**config.mk**
```make
export PLATFORM = sky130hd
export DESIGN_NAME = tdm_demux8
export DESIGN_NICKNAME = d
export VERILOG_FILES = /design/src/rtl/tdm_demux8.sv
export SDC_FILE = /design/constraint.sdc
export NUM_CORES = 1
export LEC_CHECK = 0
export CAP_MARGIN = 30
export CORE_AREA = 2 2 54 56
export DETAILED_ROUTE_END_ITERATION = 6
export DIE_AREA = 0 0 56 58
export PLACE_DENSITY = 0.59
export SLEW_MARGIN = 40
export SYNTH_ARGS = -nofsm -noshare
export SYNTH_HDL_FRONTEND = slang
export SYNTH_SLANG_ARGS = --single-unit
```
**constraint.sdc**
```tcl
create_clock -name clk -period 5.2 [get_ports clk]
set_input_delay 1.56 -clock clk [delete_from_list [all_inputs] [get_ports clk]]
set_output_delay 1.56 -clock clk [all_outputs]
set_load 0.1 [all_outputs]
```
**src/rtl/tdm_demux8.sv**
```systemverilog
// ============================================================================
// Module   : tdm_demux8
// Purpose  : Time-division demultiplexer. Splits one serial stream of eight
//            slot-interleaved channels back into eight parallel words. A
//            3-bit slot counter is locked to the frame-sync marker, and each
//            completed frame is presented on y with a one-cycle frame_valid.
// Ports    : clk         - single clock, rising edge
//            rst_n       - asynchronous active-low reset
//            en          - slot strobe; din/frame_sync sampled only when high
//            din         - current slot sample (W bits)
//            frame_sync  - marks the slot-0 sample
//            y           - reassembled frame, slot k at y[k*W +: W]
//            frame_valid - one-cycle pulse, y just updated
//            sync_err    - one-cycle pulse, framing error detected
//            locked      - high while locked to the frame marker
//            slot        - slot index the next en sample is written to
// Revision : 1.0 - initial release
// ============================================================================
`default_nettype none

module tdm_demux8 #(
  parameter int W = 1
) (
  input  logic           clk,
  input  logic           rst_n,
  input  logic           en,
  input  logic [W-1:0]   din,
  input  logic           frame_sync,
  output logic [8*W-1:0] y,
  output logic           frame_valid,
  output logic           sync_err,
  output logic           locked,
  output logic [2:0]     slot
);

  typedef enum logic {
    HUNT   = 1'b0,
    LOCKED = 1'b1
  } state_t;

  state_t         state_q, state_d;
  logic [2:0]     slot_q, slot_d;
  logic [W-1:0]   shadow_q [7];
  logic [W-1:0]   shadow_d [7];
  logic [8*W-1:0] y_q, y_d;
  logic           fv_q, fv_d;
  logic           err_q, err_d;

  always_ff @(posedge clk or negedge rst_n) begin
    if (!rst_n) begin
      state_q <= HUNT;
      slot_q  <= 3'd0;
      y_q     <= '0;
      fv_q    <= 1'b0;
      err_q   <= 1'b0;
      for (int k = 0; k < 7; k++) begin
        shadow_q[k] <= '0;
      end
    end else begin
      state_q <= state_d;
      slot_q  <= slot_d;
      y_q     <= y_d;
      fv_q    <= fv_d;
      err_q   <= err_d;
      for (int k = 0; k < 7; k++) begin
        shadow_q[k] <= shadow_d[k];
      end
    end
  end

  always_comb begin
    state_d  = state_q;
    slot_d   = slot_q;
    shadow_d = shadow_q;
    y_d      = y_q;
    fv_d     = 1'b0;
    err_d    = 1'b0;

    if (en) begin
      unique case (state_q)
        HUNT: begin
          if (frame_sync) begin
            shadow_d[0] = din;
            slot_d      = 3'd1;
            state_d     = LOCKED;
          end
        end

        LOCKED: begin
          if (slot_q == 3'd0) begin
            if (frame_sync) begin
              shadow_d[0] = din;
              slot_d      = 3'd1;
            end else begin
              // Marker missing where slot 0 should be: drop lock entirely.
              err_d   = 1'b1;
              state_d = HUNT;
            end
          end else if (frame_sync) begin
            // Early marker: abandon the partial frame and restart on it.
            err_d       = 1'b1;
            shadow_d[0] = din;
            slot_d      = 3'd1;
          end else if (slot_q == 3'd7) begin
            // Slot 7 bypasses the shadow store and lands directly in y.
            for (int k = 0; k < 7; k++) begin
              y_d[k*W +: W] = shadow_q[k];
            end
            y_d[7*W +: W] = din;
            fv_d          = 1'b1;
            slot_d        = 3'd0;
          end else begin
            for (int k = 1; k < 7; k++) begin
              if (slot_q == 3'(k)) begin
                shadow_d[k] = din;
              end
            end
            slot_d = slot_q + 3'd1;
          end
        end

        default: begin
          state_d = HUNT;
        end
      endcase
    end
  end

  assign y           = y_q;
  assign frame_valid = fv_q;
  assign sync_err    = err_q;
  assign locked      = (state_q == LOCKED);
  assign slot        = slot_q;

endmodule

`default_nettype wire

```
### After elaboration in Yosys (flattened, before gate mapping)

Cells that the tools add are included.
Widths: inputs -> output; s select.

* memories: 0
* input bits: 5
* memory bits (writable): 0
* logic and storage cells: 51
* register bits after elaboration: 21
* latch bits: 0
* output and inout port bits: 14
* ROM bits: 0

* bitwise operators: 4
* order comparisons: 0
* reductions and logical operators: 9
* $add $sub $neg: 1
* multiplexer cells: 18
* shift-type cells: 0
* multiply operators: 0
* equal/unequal tests: 7
* div/mod/pow operators: 0

Operators with widths (number)
* $reduce_and 6->1: 6
* $eq 3x3->1 const B: 4
* $mux 1: 12
* $mux 3: 4
* $eq 3x2->1 const B: 2
* $pmux 3 s2: 1
* $reduce_and 5->1: 1
* $not 1->1: 4
* $add 3x1->3 const B: 1
* $eq 3x1->1 const B: 1
* $logic_not 3->1: 1
* $pmux 1 s2: 1
* $reduce_and 2->1: 1

### Depth between registers and ports, before layout

* depth in word-level cells: 6
* depth in mapped cells: 6
* mapped depth without buffers: 6

### Worst setup path before layout

OpenSTA, ideal clock, no wires.

* path type: input-to-reg
* start point: in frame_sync
* end point: reg shadow_q[4] (netlist bit)
* setup time: 0.128 ns
* arrival time: 2.605 ns
* buffers on the path: 1
* data required time: 5.072 ns
* cell stages on the path: 4
* setup slack: 2.468 ns
* path through: buf_6 or4b_4 nor2_1 mux2_1

* cells in the longest elaborated chain, start to end: 2

RTL lines
* from (decl): line 28 `input logic frame_sync,`
* $not 1->1 (no line)
* $reduce_and 6->1 (no line)
* to (signal, indexed assignment): line 66 `shadow_q[k] <= shadow_d[k];`
* to (decl): line 43 `logic [W-1:0] shadow_q [7];`

No other way between the ends.
A chain may end at the register's enable or synchronous reset.

### Worst setup path after layout

* start point: in frame_sync
* end point: reg y_q[4], in the netlist y[4]

* cells in the longest elaborated chain, start to end: 2

RTL lines
* $not 1->1 (no line)
* $reduce_and 5->1 (no line)
* to (signal assigned): line 62 `y_q <= y_d;`
* to (decl): line 45 `logic [8*W-1:0] y_q, y_d;`

No other way between the ends.

==> run_results.csv <==
group,metric,value,unit
drt,viasPerCell,5.31,
layout,fillers,261,
status,status,"complete, no violations",
layout,area_growth,14.8,%
setup_path,crit_slowest_cell,"clkdlybuf4s50_1",
placement,place_area,0.00115,mm2
yosys,syn_inst,84,
clocking,htreeDepth,1,
min_path,min_path_type,"flip-flop to flip-flop",
placement,hpwlAfterDp,1.32,mm
yosys,synth.net_count,98,
clocking,cts_tree,"built",
die,io-pin-count,19,
flow_run,max-cap-violations,0,
timing,maxSlewViolCount,0,
timing,post-route-min-period,3040,ps
clocking,cts_made_buffers,3,
clocking,cts_root_buffer,"clkbuf_4",
clocking,ctsHoldBuffers,0,
placement,dp_cells,130,
layout,layout-drive-gt1-share,0.340,
drt,wl,1.80,mm
power,ir_drop,0.316,mV
setup_path,cp-end-kind,"flip-flop",
timing,clock.fmax,329,MHz
die,dieArea,0.00325,mm2
layout,finalInstanceArea,0.00118,mm2
setup_path,max_stage_delay,640,ps
global_route,grt_max_degree,22,
drt,vias,711,
yosys,seq_area_frac_synth,0.510,
placement,gp_congestion,0.845,
timing,setup_viol,0,
yosys,netlist_area,0.00103,mm2
power,power.density,589,mW/mm2
global_route,antenna_found_initial,0,
drt,drt_iter0_drc,8,
die,placeableCoreArea,0.00266,mm2
clocking,clock_path_buffers,2,
layout,multi_input_area,464,um2
power,leakage,0.000621,uW
layout,seqCellArea,526,um2
timing,hold_violations,0,
timing,finalCritPeriodShare,0.584,
yosys,syn_area_per_cell,12.3,um2
setup_path,critical_path.top_delay_family,"buffers and inverters",
clocking,post-cts-setup-buffer-count,0,
setup_path,startpoint_type,"input pin",
layout,final_cell_count_no_fill,134,
die,row_count,19,
drt,dr.pass1.iters,4,
yosys,yosysUniqueCellTypes,25,
timing,fin_setup_tns,0,ps
clocking,clkSinkCount,21,
yosys,yosys_warnings,0,
timing,fin_skew,14.9,ps
layout,num_antenna_cells,0,
layout,utilization,0.444,
drt,drt-wirelength-per-cell,13.4,um
timing,worstMarginPinSlew,472,ps
timing,grt_setup_unrepaired,"no",
timing,relSlewSlack,0.685,
setup_path,worstPathRequired,5390,ps
die,die_w,56,um
setup_path,critPathArrivalTime,3230,ps
clocking,clk_pin_slew,130,ps
setup_path,crit_chain,"clkdlybuf4s50_1 -> inv_1 -> ha_1 -> nand4_1 -> mux2_2",
global_route,overflow,0,
setup_path,crit_fanout,9,
die,initial_core_util,0.387,
yosys,ys_seq_elements,21,
global_route,grt_usage,0.125,
placement,io_buffers,18,
die,chipHeight,58,um
drt,drc,0,
setup_path,path_class,"input pin to flip-flop",
setup_path,path_buf_inv,2,
drt,ant_nets,0,
global_route,grt_pass1_vias,708,
clocking,insertion_delay,310,ps
layout,fin_nets,118,
clocking,cts-resized-gates,0,
global_route,grt_pass1_wl,3.10,mm
-- logic make-up (layout without fill, tap and decap cells) --
group | count (synthesis) | after routing | synth area share
simple gates | 23 | 23 | 0.125
fa+ha+maj | 9 | 9 | 0.109
mux | 15 | 15 | 0.164
buf+inv | 8 | 27 | 0.0389
compound gates | 8 | 8 | 0.0523
flops | 21 | 21 | 0.510
-- where the power goes --
group	switching [uW]	leakage [uW]	internal, uW
Combinational	277	0.000330	88.1
Clock	51.4	0.0000139	29.3
Sequential	44.1	0.000277	207
Total	372	0.000621	324
-- final timing paths --
kind,from,to,slack [ps],cells past startpoint
min,shadow_q[5]$_DFFE_PN0P_,shadow_q[5]$_DFFE_PN0P_,500,1
max in group asynchronous,rst_n,slot[2]$_DFFE_PN0P_,3690,1
min reg2reg,shadow_q[5]$_DFFE_PN0P_,shadow_q[5]$_DFFE_PN0P_,500,1
min in group asynchronous,rst_n,y[1]$_DFFE_PN0P_,1180,1
max reg2reg,slot[0]$_DFFE_PN0P_,y[4]$_DFFE_PN0P_,3210,6
max,frame_sync,y[4]$_DFFE_PN0P_,2160,5
-- synthesized netlist by cell type --
cell type	n	area share
a31oi_1	1	0.0061
a21bo_2	1	0.0097
nor3b_1	1	0.0073
a21oi_1	1	0.0049
dfrtp_1	21	0.51
nand4_1	1	0.0061
and4bb_2	1	0.012
buf_2	2	0.0097
inv_1	5	0.018
nor4_1	1	0.0061
nand3_1	5	0.024
nor2_1	4	0.015
o22ai_1	1	0.0061
and3_1	1	0.0061
buf_6	1	0.011
mux2_2	13	0.14
ha_1	9	0.11
nand2_1	6	0.022
mux2_1	2	0.022
or4b_4	1	0.013
o21ai_0	2	0.0097
nand2b_1	1	0.0061
or4_1	1	0.0073
o211ai_1	1	0.0073
a32oi_1	1	0.0085
-- cell type report --
cell class,count,share of cell area
clock buffer,3,0.0190
timing repair buffer,18,0.0889
inverter,5,0.0159
sequential,21,0.444
clock inverter,1,0.00635
tap,31,0.0328
multi-input combinational,55,0.393
-- state kept, by name, indices dropped and copies added (netlist names) --
register	cells
shadow_q	7
sync_err	1
slot	3
frame_valid	1
locked	1
y	8
-- cells in the final DEF, fill, tap and decap left out, types with 2 or more instances in the layout --
cell type	count
buf_2	15
clkbuf_4	3
clkdlybuf4s50_1	3
dfrtp_1	21
ha_1	9
inv_1	5
mux2_1	2
mux2_2	13
nand2_1	6
nand3_1	5
nor2_1	4
o21ai_0	2
-- routing by layer --
| metal | up-vias | routed length (um) | global-route usage |
|---|---|---|---|
| met1 | 361 | 832 | 0.160 |
| met3 | 2 | 81 | 0.0223 |
| li1 | 335 | - | - |
| met4 | 0 | 13 | 0.0612 |
| met5 | - | 0 | 0 |
| met2 | 13 | 873 | 0.205 |
-- per-stage QoR --
step / power [uW] / hold WS [ps] / setup WS (ps)
after global placement: 644 / 469 / 1860
after floorplan: 556 / 454 / 2470
after detailed placement: 623 / 476 / 1840
final: 697 / 499 / 2160
after CTS: 706 / 506 / 2170
after global routing: 751 / 536 / 2070
(Power assumes the default switching activity.)
==> patch, RTL diff (config.mk and constraints unchanged) <==
Register the output `slot` once more, without a reset; this adds one clock of latency there. The other outputs are not delayed to match.
--- a/src/rtl/tdm_demux8.sv
+++ b/src/rtl/tdm_demux8.sv
@@ -130,7 +130,9 @@
   assign frame_valid = fv_q;
   assign sync_err    = err_q;
   assign locked      = (state_q == LOCKED);
-  assign slot        = slot_q;
+  always_ff @(posedge clk) begin
+    slot <= slot_q;
+  end
 
 endmodule
 
Formal check against the unedited RTL: not equivalent (a bounded check fails within 4 cycles, from zero or initial values and one cycle with rst_n low).
==> patch against the original RTL <==
Worst hold slack lost 0.040 ns; routed wire length grew 0.61%; largest cell class unchanged; design area grew 6.1%; sequential cell count grew 3; synthesized area grew 7.9%; count of clock-buffer cells in the layout grew 1; critical path depth shrank 4; core utilization grew 2.7 points; sequential share of layout area grew 2.2 points; worst setup slack gained 0.083 ns; fmax grew 2.8%; clock skew shrank 0.012 ns.
Power is left out: the tool's default activity adds up to more than one toggle a clock period on the data nets, which glitch-free logic cannot reach.
==> patch: results (changes against the original RTL) <==
** Logic synthesis
- Top cells by instance count after synthesis :: sky130_fd_sc_hd__dfrtp_1 (21), sky130_fd_sc_hd__mux2_2 (12), sky130_fd_sc_hd__ha_1 (8)
- The distinct cell type count after synthesis was 29 (+16%).
- Sequential-to-total area share from yosys stat :: 0.527 (+0.0167)
- Total nets after synthesis :: 99 (+1.0%)

** CTS
- TritonCTS buffer count :: 3 (unchanged)
- Latest clock arrival within the worst-skew pair :: 0.30 ns

** Setup path
- The peak per-stage delay on the critical path was 0.59 ns (-0.05 ns).
- The arrival time of data at the critical path endpoint was 1.39 ns (-1.84 ns).
- The maximum net fanout on the critical path was 14 (+5).
- Tracing the worst setup path back leads to its startpoint at locked.
- In this design, the largest share of critical-path delay is due to flip-flops.
- The reg2reg setup slack came to 3.29 ns (+0.08 ns).
- Register-to-Register Path Depth :: 6 (unchanged)
- Reg-to-reg endpoint :: y[6]
- The startpoint identified for the worst register-to-register timing path is slot_q[0].
- Cell with the biggest individual delay on the critical path :: sky130_fd_sc_hd__dfrtp_1

** Place
- The total cell area at the placement stage was 1230 um2 (+6.6%).
- DP Wirelength :: 1370 um (+3.6%)
- Worst setup slack before clock tree synthesis :: 2.03 ns (+0.182 ns)
- The routability congestion estimate was 0.831 (-1.7%).

** Outcome
- The run finished with clean final reports.

** Final layout
- The total number of nets in the final design is 119 (+0.85%).
- The share of cells above drive strength 1 was 0.314 (-0.0255).

** Routing
- Via count normalized by instance count :: 5.16 (-2.7%)
- Routed wire length :: 1810 um (+0.61%)

** Global route
- Via count of the first global-routing pass :: 683 (-3.5%)
- The first-pass GRT wire length is 3250 um (+4.9%).
- Total routing resource utilization after global routing :: 0.130 (+0.00476)

** Hold path
- The worst hold path begins at slot_q[1].
- For hold timing, the worst endpoint is slot[1].

** STA
- The largest clock skew in the final design is 0.00322 ns (-0.0117 ns).
- The actual transition at the worst max-transition pin came to 0.487 ns (+0.0147 ns).
patch: worst max path at each step:
stage,slack (ns),cells past startpoint,endpoint
finish,2.25,1,locked
CTS,2.22,1,locked
detailed placement,2.03,5,y[4]
floorplan,2.70,0,locked
global route,2.16,1,locked
global placement,1.89,1,locked
patch: stage by stage:
| step | std cells | utilization | hold WS (ns) |
|---|---|---|---|
| detailed placement | 132 | 0.461 | 0.438 |
| global placement | 132 | 0.490 | 0.432 |
| finish | 136 | 0.471 | 0.459 |
| floorplan | 86 | - | 0.395 |
| global route | 136 | 0.471 | 0.477 |
| CTS | 136 | 0.471 | 0.466 |
patch: cells by family (layout without fill, tap and decap cells):
| logic type | count (synthesis) | count (layout) | synth area share |
|---|---|---|---|
| AOI/OAI and AO/OA | 7 | 7 | 0.0439 |
| buffers and inverters | 8 | 27 | 0.0405 |
| and+or+nand+nor | 24 | 24 | 0.146 |
| muxes | 15 | 15 | 0.152 |
| adders and majority gates | 8 | 8 | 0.0901 |
| DFF | 24 | 24 | 0.527 |
patch: cell type report:
type                    instances  area [um2]  share of cell area
clock buffers                   4        26.3              0.0209
multi-input cells              54         480               0.383
flip-flops and latches         24         586               0.467
well taps                      31        38.8              0.0309
repair buffers                 18         105              0.0837
inverters                       5        18.8              0.0150
patch: layer usage:
metal	share of wire	routed length, um	GRT usage
met1	0.49	887	0.180
met5	0	0	0
met3	0.039	70	0.0223
met2	0.46	839	0.198
met4	0.0077	14	0.0612
patch: worst reg2reg max path, delay by kind of cell, from the launching register on:
family,cells,cell delay [ns]
adders and majority gates,2,0.54
buffers and inverters,1,0.13
DFF,1,0.45
muxes,1,0.35
and+or+nand+nor,2,0.34
